`src/rtl/chroma_decimator.sv`:
```
`default_nettype none
// +----------------------------------------------------------------------------+
// | Module  : chroma_decimator                                                 |
// | Purpose : 7-tap half-band low-pass filter and 2:1 decimation of one 4:4:4  |
// |           chroma line to 4:2:2. Result bytes are packed in pairs into      |
// |           16-bit words: earlier byte in [15:8], later byte in [7:0].       |
// | Option  : define CHROMA_DEC_SAT_CNT_EN to count clipped results in         |
// |           sat_count; otherwise sat_count is tied to zero.                  |
// | Rev     : 1.0  initial release                                             |
// +----------------------------------------------------------------------------+
module chroma_decimator #(
  parameter int C1    = 81,
  parameter int C3    = 17,
  parameter int ACC_W = 18
) (
  input  logic        CLOCK_50_I,
  input  logic        resetn,
  input  logic [7:0]  in_data,
  input  logic        in_valid,
  input  logic        in_first,
  input  logic        in_last,
  output logic        in_ready,
  output logic [15:0] word_out,
  output logic        word_valid,
  input  logic        word_ready,
  output logic        line_done,
  output logic        busy,
  output logic [15:0] sat_count
);

  localparam logic signed [ACC_W-1:0] C_CENTRE = ACC_W'(128);
  localparam logic signed [ACC_W-1:0] C_ROUND  = ACC_W'(128);

  typedef enum logic [3:0] {
    ST_IDLE  = 4'd0,
    ST_FILL  = 4'd1,
    ST_RUN   = 4'd2,
    ST_MAC0  = 4'd3,
    ST_MAC1  = 4'd4,
    ST_MAC2  = 4'd5,
    ST_PUSH  = 4'd6,
    ST_FLUSH = 4'd7,
    ST_DONE  = 4'd8
  } state_t;

  state_t                  r_state;
  logic [7:0]              r_sh [0:6];    // r_sh[0] newest, r_sh[3] centre
  logic [1:0]              r_cnt;         // shifts still needed before next centre
  logic                    r_flushing;    // in_last seen for this line
  logic [1:0]              r_fl_shifts;   // replicated shifts done at right edge
  logic                    r_final;       // current compute is the last of the line
  logic signed [ACC_W-1:0] r_acc;
  logic [7:0]              r_res;
  logic [7:0]              r_hi;
  logic                    r_hi_pend;

  logic                    w_xfer;
  logic [8:0]              w_pair;
  logic signed [ACC_W-1:0] w_coef;
  logic signed [ACC_W-1:0] w_opnd;
  logic signed [ACC_W-1:0] w_prod;
  logic signed [ACC_W-1:0] w_acc_fin;
  logic signed [ACC_W-1:0] w_shr;
  logic                    w_lo_clip;
  logic                    w_hi_clip;
  logic [7:0]              w_clip;
  logic                    w_complete;
  logic                    w_stall;
  logic [15:0]             w_word;

  assign w_xfer = in_valid & in_ready;

  // Shared multiplier operand/coefficient select: centre, +-1 pair, +-3 pair
  always_comb begin
    w_pair = {1'b0, r_sh[3]};
    w_coef = C_CENTRE;
    case (r_state)
      ST_MAC1: begin
        w_pair = {1'b0, r_sh[2]} + {1'b0, r_sh[4]};
        w_coef = ACC_W'(C1);
      end
      ST_MAC2: begin
        w_pair = {1'b0, r_sh[0]} + {1'b0, r_sh[6]};
        w_coef = ACC_W'(-C3);
      end
      default: ;
    endcase
  end

  assign w_opnd    = signed'({{(ACC_W-9){1'b0}}, w_pair});
  assign w_prod    = w_coef * w_opnd;
  assign w_acc_fin = r_acc + w_prod;
  assign w_shr     = w_acc_fin >>> 8;
  assign w_lo_clip = w_shr[ACC_W-1];
  assign w_hi_clip = ~w_shr[ACC_W-1] & (|w_shr[ACC_W-2:8]);

  // Clip the scaled sum to the 8-bit sample range
  always_comb begin
    w_clip = w_shr[7:0];
    if (w_lo_clip)      w_clip = 8'd0;
    else if (w_hi_clip) w_clip = 8'd255;
  end

  // A word completes on the second byte, or on a lone last byte (replicated)
  assign w_complete = r_hi_pend | r_final;
  assign w_word     = r_hi_pend ? {r_hi, r_res} : {r_res, r_res};
  assign w_stall    = w_complete & word_valid & ~word_ready;

  // Line sequencing FSM, shift register, accumulator and output word register
  always_ff @(posedge CLOCK_50_I or negedge resetn) begin
    if (!resetn) begin
      r_state     <= ST_IDLE;
      for (int i = 0; i < 7; i++) r_sh[i] <= 8'd0;
      r_cnt       <= 2'd0;
      r_flushing  <= 1'b0;
      r_fl_shifts <= 2'd0;
      r_final     <= 1'b0;
      r_acc       <= '0;
      r_res       <= 8'd0;
      r_hi        <= 8'd0;
      r_hi_pend   <= 1'b0;
      in_ready    <= 1'b1;
      word_out    <= 16'd0;
      word_valid  <= 1'b0;
      line_done   <= 1'b0;
      busy        <= 1'b0;
    end else begin
      line_done <= 1'b0;
      if (word_valid && word_ready) word_valid <= 1'b0;

      case (r_state)
        ST_IDLE: begin
          if (w_xfer && in_first) begin
            // left-edge replication: x0 fills every tap
            for (int i = 0; i < 7; i++) r_sh[i] <= in_data;
            busy        <= 1'b1;
            r_cnt       <= 2'd3;
            r_flushing  <= 1'b0;
            r_fl_shifts <= 2'd0;
            r_hi_pend   <= 1'b0;
            r_final     <= 1'b0;
            r_state     <= ST_FILL;
          end
        end

        ST_FILL, ST_RUN: begin
          if (w_xfer) begin
            r_sh[0] <= in_data;
            for (int i = 1; i < 7; i++) r_sh[i] <= r_sh[i-1];
            r_cnt <= r_cnt - 2'd1;
            if (in_last) r_flushing <= 1'b1;
            if (r_cnt == 2'd1) begin
              r_final  <= 1'b0;
              in_ready <= 1'b0;
              r_state  <= ST_MAC0;
            end else if (in_last) begin
              in_ready <= 1'b0;
              r_state  <= ST_FLUSH;
            end
          end
        end

        ST_MAC0: begin
          r_acc   <= w_prod + C_ROUND;
          r_cnt   <= 2'd2;
          r_state <= ST_MAC1;
        end

        ST_MAC1: begin
          r_acc   <= w_acc_fin;
          r_state <= ST_MAC2;
        end

        ST_MAC2: begin
          r_res   <= w_clip;
          r_state <= ST_PUSH;
        end

        ST_PUSH: begin
          if (!w_complete) begin
            r_hi      <= r_res;
            r_hi_pend <= 1'b1;
            in_ready  <= ~r_flushing;
            r_state   <= r_flushing ? ST_FLUSH : ST_RUN;
          end else if (!w_stall) begin
            word_out   <= w_word;
            word_valid <= 1'b1;
            r_hi_pend  <= 1'b0;
            if (r_final) begin
              r_state <= ST_DONE;
            end else begin
              in_ready <= ~r_flushing;
              r_state  <= r_flushing ? ST_FLUSH : ST_RUN;
            end
          end
        end

        ST_FLUSH: begin
          // right-edge replication: the newest sample is repeated
          for (int i = 1; i < 7; i++) r_sh[i] <= r_sh[i-1];
          r_cnt       <= r_cnt - 2'd1;
          r_fl_shifts <= r_fl_shifts + 2'd1;
          if (r_cnt == 2'd1) begin
            // the compute after the second replicated shift is the last centre
            r_final <= (r_fl_shifts != 2'd0);
            r_state <= ST_MAC0;
          end
        end

        ST_DONE: begin
          if (word_valid && word_ready) begin
            line_done <= 1'b1;
            busy      <= 1'b0;
            in_ready  <= 1'b1;
            r_state   <= ST_IDLE;
          end
        end

        default: begin
          in_ready <= 1'b1;
          r_state  <= ST_IDLE;
        end
      endcase
    end
  end

`ifdef CHROMA_DEC_SAT_CNT_EN
  logic w_sat;
  assign w_sat = w_lo_clip | w_hi_clip;

  // Saturating count of clipped results, cleared at the start of each line
  always_ff @(posedge CLOCK_50_I or negedge resetn) begin
    if (!resetn) begin
      sat_count <= 16'd0;
    end else if (r_state == ST_IDLE && w_xfer && in_first) begin
      sat_count <= 16'd0;
    end else if (r_state == ST_MAC2 && w_sat && sat_count != 16'hFFFF) begin
      sat_count <= sat_count + 16'd1;
    end
  end
`else
  assign sat_count = 16'd0;
`endif

endmodule
`default_nettype wire
```
`config.mk`:
```
export PLATFORM = sky130hd
export DESIGN_NAME = chroma_decimator
export DESIGN_NICKNAME = d
export VERILOG_FILES = /design/src/rtl/chroma_decimator.sv
export SDC_FILE = /design/constraint.sdc
export NUM_CORES = 1
export LEC_CHECK = 0
export CAP_MARGIN = 40
export CORE_UTILIZATION = 35
export DETAILED_ROUTE_END_ITERATION = 10
export GPL_ROUTABILITY_DRIVEN = 0
export GPL_TIMING_DRIVEN = 0
export PLACE_DENSITY_LB_ADDON = 0.3
export SETUP_SLACK_MARGIN = 0.5
export SLEW_MARGIN = 10
export SYNTH_ARGS = -nofsm -noshare
export SYNTH_HDL_FRONTEND = slang
export SYNTH_SLANG_ARGS = --single-unit
```
`constraint.sdc`:
```
create_clock -name CLOCK_50_I -period 7.2 [get_ports CLOCK_50_I]
set_input_delay 1.44 -clock CLOCK_50_I [delete_from_list [all_inputs] [get_ports CLOCK_50_I]]
set_output_delay 1.44 -clock CLOCK_50_I [all_outputs]
set_load 0.005 [all_outputs]
```
After elaboration in Yosys (flattened, before gate mapping)

Cells that the tools add are included.

Output and inout bits: 36
Register bits after elaboration: 121
Logic and storage cells: 137

$add $sub $neg: 6
Eq/ne operators: 18
Bitwise operators: 11
$mul: 1
Multiplexer cells: 54
Reduce and logical (&&, ||, !) cells: 26

Operators with widths:

| kind                                           | number |
|---|---|
| one-hot mux 48 bit (3 select lines)            | 1 |
| 2-to-1 mux 56 bit                              | 2 |
| one-hot mux 18 bit (2 select lines)            | 2 |
| 2-to-1 mux 4 bit                               | 9 |
| one-hot mux 4 bit (8 select lines)             | 1 |
| 2-to-1 mux 1 bit                               | 23 |
| adder 18 bit                                   | 1 |
| adder 18 x 9 -> 18 bit (second input constant) | 1 |
| adder 8 x 8 -> 9 bit                           | 2 |
| multiplier 18 x 10 -> 18 bit                   | 1 |
| one-hot mux 9 bit (2 select lines)             | 1 |
| AND reduction 3 bit                            | 6 |
| == test 4 x 3 -> 1 bit (second input constant) | 4 |
| 2-to-1 mux 16 bit                              | 1 |
| 2-to-1 mux 8 bit                               | 2 |
| one-hot mux 8 bit (2 select lines)             | 1 |
| inequality test 2 bit (second input constant)  | 6 |
| AND reduction 6 bit                            | 2 |
| nonzero test 2 bit                             | 6 |
| inequality test 3 bit (second input constant)  | 3 |
| == test 4 x 2 -> 1 bit (second input constant) | 2 |
| one-hot mux 2 bit (4 select lines)             | 1 |
| 2-to-1 mux 2 bit                               | 3 |
| NOT 1 bit                                      | 6 |
| 21 further kinds                               | 29 |

Logic depth before layout (Yosys ltp)

Gate-level depths: netlist (run 1).

Depth after elaboration: 8
Depth in mapped cells: 36
Mapped depth without buffers: 35

Least setup slack after synthesis (run 1)

OpenSTA, ideal clock, no wires.

Path kind: register to register
Start point: reg r_sh[0] (netlist name)
End point: reg r_res[5]
Cell stages (with the launch flop): 32
Data required time: 7.079 ns
Path slack: -0.716 ns
Path buffers: 0
Data arrival time: 7.795 ns
Cell sequence: dfrtp_1 > ha_1 > fa_1 > a21o_1 > a21oi_1 > o21bai_1 > a21oi_1 > nor2b_1 > o21a_1 > o21ai_0 > inv_1 > ha_1 > inv_1 > fa_1 > inv_1 > fa_1 > fa_1 > fa_1 > ha_1 > a21o_1 > or3_1 > o21ai_1 > xnor2_1 > ha_1 > a41o_1 > a21oi_1 > o21ai_1 > a41oi_1 > or4b_1 > o2111ai_1 > nand2b_1 > a22o_1

Longest elaborated chain between the ends: 8
Elaborated cells on any way between the ends: 9
Those cells by class: 2 x add/sub; 1 x mul; 3 x mux; 2 x bitwise; 1 x reduce/logical

RTL lines:

| element                                         | line | source |
|---|---|---|
| from (decl)                                     | 47   | `logic [7:0] r_sh [0:6];` |
| adder 8 x 8 -> 9 bit (*)                        | 83   | `w_pair = {1'b0, r_sh[0]} + {1'b0, r_sh[6]};` |
| one-hot mux 9 bit (2 select lines) (*)          | 77   | `case (r_state)` |
| multiplier 18 x 10 -> 18 bit (*)                | 91   | `assign w_prod = w_coef * w_opnd;` |
| adder 18 bit (*)                                | 92   | `assign w_acc_fin = r_acc + w_prod;` |
| OR reduction 2 bit or NOT 1 bit (tied branches) | 95   | `assign w_hi_clip = ~w_shr[ACC_W-1] & (\|w_shr[ACC_W-2:8]);` |
| bitwise AND 1 bit                               | 95   |  |
| 2-to-1 mux 8 bit                                | 101  | `else if (w_hi_clip) w_clip = 8'd255;` |
| 2-to-1 mux 8 bit (*)                            | 100  | `if (w_lo_clip) w_clip = 8'd0;` |
| to (signal assigned)                            | 175  | `r_res <= w_clip;` |
| to (decl)                                       | 53   | `logic [7:0] r_res;` |

Mark *: on every way between the ends. The rest lies on a longest branch, timed or not.
A chain may end at the register's enable or synchronous reset.

Worst setup path after layout (run 1)

Ends and elaborated chain as after synthesis.

==> impl_metrics.yaml, run 1 <==
cts:
  clk_latency_ns: 0.43
  cts_tree: "done"
  root_buffer: "clkbuf_16"
  cts_buffer_depth: 2
  clock_sinks: 121
  ctsHtreeMaxLevel: 4
  cts_made_buffers: 17
  clk_pin_slew_ns: 0.06
  postCtsHoldBufs: 0
routing:
  drt_iter0_markers: 480
  drt_first_pass_iters: 5
  via_per_inst: 5.08
  via_count: 8329
  antenna_left: 0
  drc_errors: 0
  drt-total-wl_microns: 25800
  detail_route.wl_per_cell_microns: 15.7
synth:
  ys_seq_area_share_pct: 29.7
  synthFlopType: "dfrtp_1"
  syn_inst: 1127
  ys_ff_latch: 121
  synth_area_per_cell_sq_um: 9.05
  async_flop_share_pct: 100
  yosysUniqueCellTypes: 72
  yosys_warnings: 0
  synth_edf_count: 0
  netlist_area_sq_um: 10200
timing:
  slew_headroom_pct: 36.4
  rsz0062_at_grt: "yes"
  finalWorstSetupSlack_ns: -0.521
  finalSetupTns_ns: -5.75
  drv_slew: 0
  tightest_slew_ns: 0.951
  hold_viol: 0
  clock_skew_ns: 0.0148
  min_period_ns: 7.72
  fin_crit_sh_pct: 107
  fin_hold_ws_ns: 0.485
  fmax_mhz: 130
  setup_viol: 14
global_route:
  grt_pass1_vias: 8263
  grt.overflow.total: 0
  grt_pass1_wl_microns: 42400
  grt_usage_pct: 17.6
  antenna_found_initial: 0
  grt_max_degree: 77
die:
  start_util_pct: 35.5
  core_sq_um: 28700
  num_rows: 62
  die_x_microns: 173
  dieArea_sq_um: 29800
  io_pins: 50
  die_h_microns: 173
setup_path:
  endpoint_kind: "flop"
  cp_slowest_cell: "or4b_4"
  critPathMaxFanout: 5
  critPathKind: "flop to flop"
  regToRegSetupSlack_ns: -0.52
  r2r_start: "r_sh[0]"
  worst_r2r_path_depth: 30
  cp.required_ns: 7.56
  arrival_ns: 8.08
  critPathMaxStageDelay_ns: 0.60
  r2r-end: "r_res[5]"
  critPathLaunchType: "flop"
  crit_top_cell: "fa_1"
status:
  status: "finished with violations"
  violations: "negative setup slack"
power_and_ir_drop:
  comb_power_share_pct: 2.4
  cellLeakagePower_nw: 6.05
  irDropWorstVdd_mv: 0.120
  power_w: 0.00163
  switchingPower_w: 0.000374
  swShare_pct: 23.0
  pwr_density_cell_nw_per_um2: 126
  clock_power_share_pct: 55.6
  power_frac_seq_pct: 42.0
  internal_power_w: 0.00125
layout:
  drive_above_1_share_pct: 21.1
  fin_cells: 1641
  layout_common_cells: "124 x nand2_1, 120 x dfrtp_1, 118 x inv_1, 88 x a21oi_1, 79 x o21ai_0"
  nFillCells: 2764
  layout_commonest_cell: "nand2_1"
  fin_area_sq_um: 12900
  antenna_cells: 0
  syn2layout_area_growth_pct: 26.4
  nNetsFinal: 1404
min_path:
  min_to: "r_sh[14]"
  holdPathStages: 2
  hold_path.class: "flop to flop"
  hold_start: "r_sh[14]"
placed_design:
  hpwl_microns: 18800
  placed_area_sq_um: 11300
  port_buffers: 33
  placed_cells: 1562
job:
  maxCapViolCount: 0
==> area by class of cell <==
cell class	count	area (sq um)	area share [%]
inverter	129	489	3.80
buffer	60	317	2.46
sequential	121	3030	23.5
clock inverter	15	188	1.46
timing repair buffer	82	748	5.81
multi-input combinational	833	7210	56.0
tap	384	480	3.73
clock buffer	17	425	3.30
==> stage by stage <==
stage	util, %	setup slack, ns
global placement	39.2	-1.23
finish	44.9	-0.521
floorplan	-	-0.0523
global route	44.9	-0.781
detailed placement	39.4	-1.25
CTS	43.3	-0.603
==> how the worst max path moves through the flow <==
stage                     cells after the start        to        from  slack (ns)
after floorplan                              31  r_res[5]    r_sh[48]       -0.05
after global placement                       29  r_res[1]  r_state[0]       -1.23
after detailed placement                     29  r_res[2]  r_state[0]       -1.25
after CTS                                    29  r_res[2]     r_sh[0]       -0.60
after global routing                         32  r_res[5]     r_sh[0]       -0.78
final                                        30  r_res[5]     r_sh[0]       -0.52
==> metal layers <==
| metal | GRT usage, % | vias up | routed length (microns) |
|---|---|---|---|
| met4 | 4.68 | 0 | 404 |
| met3 | 2.51 | 28 | 804 |
| li1 | - | 4056 | - |
| met5 | 0 | - | 0 |
| met2 | 28.1 | 145 | 12200 |
| met1 | 24.9 | 4100 | 12400 |
==> synthesized netlist by cell type (13+ instances only) <==
| cell | n | area, sq um |
|---|---|---|
| a21oi_1 | 102 | 510 |
| mux2_2 | 16 | 180 |
| fa_1 | 70 | 1400 |
| dfrtp_1 | 120 | 3000 |
| inv_1 | 127 | 477 |
| buf_4 | 16 | 120 |
| ha_1 | 76 | 951 |
| o211ai_1 | 13 | 97.6 |
| nor2_1 | 46 | 173 |
| nand2_1 | 128 | 480 |
| a21o_1 | 20 | 150 |
| nand2b_1 | 18 | 113 |
| clkbuf_1 | 30 | 113 |
| xnor2_1 | 33 | 289 |
| nor3_1 | 17 | 85.1 |
| and2_1 | 14 | 87.6 |
| o21ai_0 | 87 | 435 |
==> state kept, by name, indices dropped and copies added, names as in the netlist <==
name and flops:
r_hi 8, in_ready 1, r_res 8, word_out 16
r_sh 56, r_cnt 2, r_acc 18, r_fl_shifts 2
line_done 1, r_hi_pend 1, r_state 4, word_valid 1
r_final 1, busy 1, r_flushing 1
==> logic make-up after synthesis <==
family          count (synthesis)  share of synthesized area [%]
mux                            27                           2.85
buf+inv                       189                           7.61
simple gates                  279                           13.0
flops                         121                           29.7
xor+xnor                       45                           4.17
other cells                     1                         0.0368
compound gates                319                           19.5
fa+ha+maj                     146                           23.1
==> power by group through the flow <==
stage | Sequential (W) | Clock, W | Combinational [W]
4_1_cts | 0.000683 | 0.000917 | 0.0000398
2_1_floorplan | 0.000696 | 0 | 0.0000101
3_5_place_dp | 0.000696 | 0 | 0.0000397
6_report | 0.000683 | 0.000904 | 0.0000387
3_3_place_gp | 0.000696 | 0 | 0.0000376
5_1_grt | 0.000683 | 0.000948 | 0.0000437
==> critical path, delay by kind of cell (launching register included) <==
kind	cells	cell delay, ns
flops	1	0.39
fa+ha+maj	9	3.55
xor+xnor	2	0.22
simple gates	5	1.46
compound gates	11	1.80
buf+inv	3	0.23
==> timing repair <==
| item | in CTS | in global routing |
|---|---|---|
| endpoints found under the setup margin | 18 | 18 |
| resized for setup | 61 | 69 |
| setup buffers | 27 | 19 |
| pin swaps | 41 | 45 |
| cloned | 1 | 0 |
No activity file was read; power rests on OpenSTA's default activity.
==> run 2, diff against run 1 <==
--- a/config.mk
+++ b/config.mk
@@ -10,8 +10,8 @@
 export DETAILED_ROUTE_END_ITERATION = 10
 export GPL_ROUTABILITY_DRIVEN = 0
 export GPL_TIMING_DRIVEN = 0
+export MAX_ROUTING_LAYER = met4
 export PLACE_DENSITY_LB_ADDON = 0.3
-export SETUP_SLACK_MARGIN = 0.5
 export SLEW_MARGIN = 10
 export SYNTH_ARGS = -nofsm -noshare
 export SYNTH_HDL_FRONTEND = slang
==> run 2 against run 1 <==
  * The run still ends with negative setup slack left
  * Utilization shrank 0.91 points
  * Routed wire length shrank 2.6%
  * Flip-flop and latch count is the same
  * Cell count shrank 0.55%
  * Combinational power is essentially flat
  * Critical path depth is the same
  * Fmax shrank 1.6%
  * Design area shrank 2.0%
  * Global-route usage grew 0.23 points
  * Count of clock-buffer cells in the layout is the same
  * Sequential share of layout area grew 0.48 points
==> impl_metrics.yaml, run 2 (same netlist as run 1, synthesis figures left out) <==
routing:
  via_per_inst: 5.06
  via_count: 8253
  drc_errors: 0
  drt_first_pass_iters: 5
  drt_iter0_markers: 553
  detail_route.wl_per_cell_microns: 15.4
  antenna_left: 0
  drt-total-wl_microns: 25100
placed_design:
  hpwl_microns: 18700
  port_buffers: 33
min_path:
  min_to: "r_sh[9]"
  holdPathStages: 2
  hold_path.class: "flop to flop"
  hold_start: "r_sh[9]"
global_route:
  grt_pass1_wl_microns: 41600
  antenna_found_initial: 0
  grt.overflow.total: 0
  grt_usage_pct: 17.8
  grt_max_degree: 75
  grt_pass1_vias: 8120
die:
  start_util_pct: 35.5
  dieArea_sq_um: 29800
  core_sq_um: 28700
  io_pins: 50
  die_h_microns: 173
  die_x_microns: 173
  num_rows: 62
cts:
  clock_sinks: 121
  cts_made_buffers: 17
  clk_pin_slew_ns: 0.07
  postCtsHoldBufs: 0
  root_buffer: "clkbuf_16"
  cts_tree: "done"
  cts_buffer_depth: 2
  ctsHtreeMaxLevel: 4
  clk_latency_ns: 0.43
timing:
  finalWorstSetupSlack_ns: -0.643
  hold_viol: 0
  setup_viol: 14
  finalSetupTns_ns: -6.79
  drv_slew: 0
  rsz0062_at_grt: "yes"
  fmax_mhz: 127
  clock_skew_ns: 0.0117
  tightest_slew_ns: 0.830
  fin_crit_sh_pct: 109
  min_period_ns: 7.84
  slew_headroom_pct: 44.5
power_and_ir_drop:
  cellLeakagePower_nw: 6.01
  pwr_density_cell_nw_per_um2: 130
  irDropWorstVdd_mv: 0.144
  power_w: 0.00164
setup_path:
  crit_top_cell: "fa_1"
  worst_r2r_path_depth: 30
  regToRegSetupSlack_ns: -0.64
  arrival_ns: 8.22
  critPathLaunchType: "flop"
  r2r_start: "r_sh[0]"
  critPathMaxFanout: 5
  r2r-end: "r_res[5]"
  endpoint_kind: "flop"
  setup.worst_path.start: "r_sh[0]"
  critPathKind: "flop to flop"
  critPathMaxStageDelay_ns: 0.61
  cp.required_ns: 7.57
  cp_slowest_cell: "or4b_4"
layout:
  nNetsFinal: 1395
  layout_commonest_cell: "nand2_1"
  drive_above_1_share_pct: 18.7
  layout_common_cells: "124 x nand2_1, 120 x dfrtp_1, 119 x inv_1, 92 x a21oi_1, 79 x o21ai_0"
  utilization_pct: 44.0
  antenna_cells: 0
  reg_top3: "r_sh: 56 flops, r_acc: 18 flops, word_out: 16 flops"
  largest_reg_flops: 56
  syn2layout_area_growth_pct: 23.9
  top_register: "r_sh"
status:
  status: "finished with violations"
  violations: "negative setup slack"
job:
  maxCapViolCount: 0
run 2: changes by cell type in the layout (fill, tap and decap cells not counted), sizes merged:
| cell | previous run | this run |
|---|---|---|
| clkinv | 6 | 5 |
| inv | 133 | 134 |
| buf | 80 | 71 |
run 2: repair_timing:
action                     in CTS  in global routing
setup endpoints to repair      16                 17
cloned                          1                  0
pin swaps                      29                 42
setup buffers                  25                 14
hold endpoints to repair        0                  0
gates resized for setup        43                 53
run 2: metrics by stage:
| stage | worst slack [ns] | hold WS, ns | std cells | cell area [sq um] |
|---|---|---|---|---|
| floorplan | -0.0523 | 0.450 | 1142 | 10400 |
| global placement | -1.23 | 0.464 | 1559 | 11200 |
| detailed placement | -1.28 | 0.475 | 1562 | 11300 |
| CTS | -0.724 | 0.489 | 1619 | 12300 |
| global route | -0.903 | 0.508 | 1632 | 12600 |
| finish | -0.643 | 0.486 | 1632 | 12600 |
run 2: worst max-delay path: cells and delay by family (launching register included):
kind,cells,cell delay (ns)
flops,1,0.39
buf+inv,3,0.23
simple gates,5,1.56
xor+xnor,2,0.22
compound gates,11,1.85
fa+ha+maj,9,3.52
run 2: how the worst max path moves through the flow:
stage          endpoint  slack, ns
6_report       r_res[5]      -0.64
5_1_grt        r_res[5]      -0.90
4_1_cts        r_res[1]      -0.72
3_5_place_dp   r_res[6]      -1.28
3_3_place_gp   r_res[1]      -1.23
2_1_floorplan  r_res[5]      -0.05
run 2: cell type report:
| cell class | count | area, sq um |
|---|---|---|
| fill | 2803 | 16100 |
| sequential | 121 | 3030 |
| clock inverter | 15 | 188 |
| timing repair buffer | 75 | 672 |
| multi-input combinational | 833 | 7050 |
| clock buffer | 17 | 425 |
| tap | 384 | 480 |
| buffer | 58 | 294 |
| inverter | 129 | 489 |
run 2: per-layer routing:
layer | share of wire (%) | GRT usage [%]
met1 | 49 | 24.5
met5 | 0 | -
met3 | 2.7 | 2.77
met2 | 47 | 27.5
met4 | 1.5 | 4.20
run 2: report_power, final:
| part | total, W | internal [W] | leakage [nW] | switching (W) |
|---|---|---|---|---|
| logic | 0.0000386 | 0.0000182 | 4.08 | 0.0000204 |
| registers | 0.000683 | 0.000682 | 1.63 | 0.00000110 |
| clock network | 0.000914 | 0.000552 | 0.297 | 0.000363 |
| total | 0.00164 | 0.00125 | 6.01 | 0.000384 |
==> run 3, diff against run 2 <==
--- a/config.mk
+++ b/config.mk
@@ -6,7 +6,9 @@
 export NUM_CORES = 1
 export LEC_CHECK = 0
 export CAP_MARGIN = 40
+export CORE_ASPECT_RATIO = 0.6
 export CORE_UTILIZATION = 35
+export CTS_CLUSTER_SIZE = 14
 export DETAILED_ROUTE_END_ITERATION = 10
 export GPL_ROUTABILITY_DRIVEN = 0
 export GPL_TIMING_DRIVEN = 0
==> constraint.sdc (replaced) <==
create_clock -name CLOCK_50_I -period 10.06 [get_ports CLOCK_50_I]
set_input_delay 2.012 -clock CLOCK_50_I [delete_from_list [all_inputs] [get_ports CLOCK_50_I]]
set_output_delay 2.012 -clock CLOCK_50_I [all_outputs]
set_load 0.005 [all_outputs]
==> run 3 against run 2 <==
  * The run now ends clean
  * Count of clock-buffer cells in the layout grew 2
  * Global-route usage grew 0.61 points
  * Hold slack lost 0.0066 ns
  * Utilization shrank 2.2 points
==> impl_metrics.yaml, run 3 (same netlist as run 1, synthesis figures left out) <==
power_and_ir_drop:
  irDropWorstVdd_mv: 0.109
  cellLeakagePower_nw: 5.79
  pwr_density_cell_nw_per_um2: 102
timing:
  fin_crit_sh_pct: 95.8
  fin_hold_ws_ns: 0.480
  hold_viol: 0
  min_period_ns: 9.63
  slew_headroom_pct: 34.3
  clock_skew_ns: 0.00766
  finalSetupTns_ns: 0
  setup_viol: 0
  fmax_mhz: 104
  rsz0062_at_grt: "no"
  drv_slew: 0
  tightest_slew_ns: 0.985
setup_path:
  path_buf_inv: 3
  crit_top_cell: "fa_1"
  cp_slowest_cell: "fa_1"
  critPathMaxFanout: 9
  cp_top_family: "compound AO/OA/AOI/OAI gates"
  endpoint_kind: "flop"
  critPathLaunchType: "flop"
  critPathKind: "flop to flop"
  regToRegSetupSlack_ns: 0.43
  arrival_ns: 9.94
  critPathMaxStageDelay_ns: 0.57
  cp.required_ns: 10.37
global_route:
  grt_pass1_vias: 7427
  grt_pass1_wl_microns: 41200
  grt.overflow.total: 0
  grt_max_degree: 83
  grt_usage_pct: 18.4
  antenna_found_initial: 0
die:
  num_rows: 47
  die_h_microns: 134
  core_sq_um: 28100
  dieArea_sq_um: 29800
  start_util_pct: 36.3
  io_pins: 50
  die_x_microns: 222
layout:
  layout_common_cells: "128 x nand2_1, 127 x inv_1, 120 x dfrtp_1, 102 x a21oi_1, 87 x o21ai_0"
  drive_above_1_share_pct: 8.51
  syn2layout_area_growth_pct: 15.1
  top_register: "r_sh"
  largest_reg_flops: 56
  nNetsFinal: 1359
  antenna_cells: 0
  reg_top3: "r_sh: 56 flops, r_acc: 18 flops, word_out: 16 flops"
  layout_commonest_cell: "nand2_1"
  utilization_pct: 41.8
cts:
  ctsResizeCount: 0
  root_buffer: "clkbuf_16"
  cts_buffer_depth: 2
  postCtsSetupRepairBufs: 0
  ctsHtreeMaxLevel: 4
  postCtsHoldBufs: 0
  cts_tree: "done"
  clock_sinks: 121
  clk_latency_ns: 0.44
  clk_pin_slew_ns: 0.06
  cts_made_buffers: 17
routing:
  drt_iter0_markers: 818
  drt-total-wl_microns: 25900
  drt_first_pass_iters: 4
  via_per_inst: 5.19
  antenna_left: 0
  drc_errors: 0
  via_count: 8185
  detail_route.wl_per_cell_microns: 16.4
min_path:
  hold_path.class: "flop to flop"
placed_design:
  port_buffers: 33
  hpwl_microns: 20900
job:
  maxCapViolCount: 0
status:
  status: "finished clean"
run 3: cell types whose count changed in the layout (fill, tap and decap cells not counted), sizes merged:
cell,previous run,this run
o2111ai,5,4
bufinv,3,4
clkinvlp,2,1
clkinv,5,6
inv,134,130
clkbuf,47,49
buf,71,36
run 3: path summary, 6_finish.rpt:
check	from	end	cells past startpoint
min	r_sh[43]	r_sh[43]	2
max reg2reg	r_sh[0]	r_res[7]	31
max in group asynchronous	resetn	r_sh[21]	2
min in group asynchronous	resetn	word_out[10]	1
min reg2reg	r_sh[43]	r_sh[43]	2
max	r_sh[0]	r_res[7]	31
run 3: worst min-delay path: cells and delay by family (launching register included):
family          cells  cell delay (ns)
compound gates      1             0.06
flops               1             0.34
simple gates        1             0.04
run 3: report_power, final:
group / internal (W) / total, W / switching (W) / leakage (nW)
clock network: 0.000430 / 0.000677 / 0.000247 / 0.311
registers: 0.000488 / 0.000489 / 0.000000831 / 1.63
logic: 0.0000130 / 0.0000279 / 0.0000149 / 3.85
total: 0.000931 / 0.00119 / 0.000263 / 5.79
run 3: stage by stage:
step                      total power, W  cells  worst slack, ns  area [sq um]
after floorplan                 0.000506   1142             2.14         10300
final                            0.00119   1578            0.427         11700
after global placement          0.000525   1542            0.456         11000
after CTS                        0.00121   1578            0.528         11700
after global routing             0.00123   1578           0.0183         11700
after detailed placement        0.000527   1547            0.597         11100
run 3: area by class of cell:
type	instances	area [sq um]
Buffer	60	292
Clock buffer	19	453
Clock inverter	12	189
Fill cell	2804	16400
Inverter	129	484
Multi-Input combinational cell	832	6450
Sequential cell	121	3030
Tap cell	367	459
Timing Repair Buffer	38	387
run 3: layer usage:
layer / vias up / GRT usage, % / routed length (microns)
li1: 3970 / - / -
met1: 3981 / 29.8 / 14600
met2: 222 / 21.3 / 9210
met3: 12 / 5.02 / 1900
met4: 0 / 3.98 / 185
met5: - / - / 0
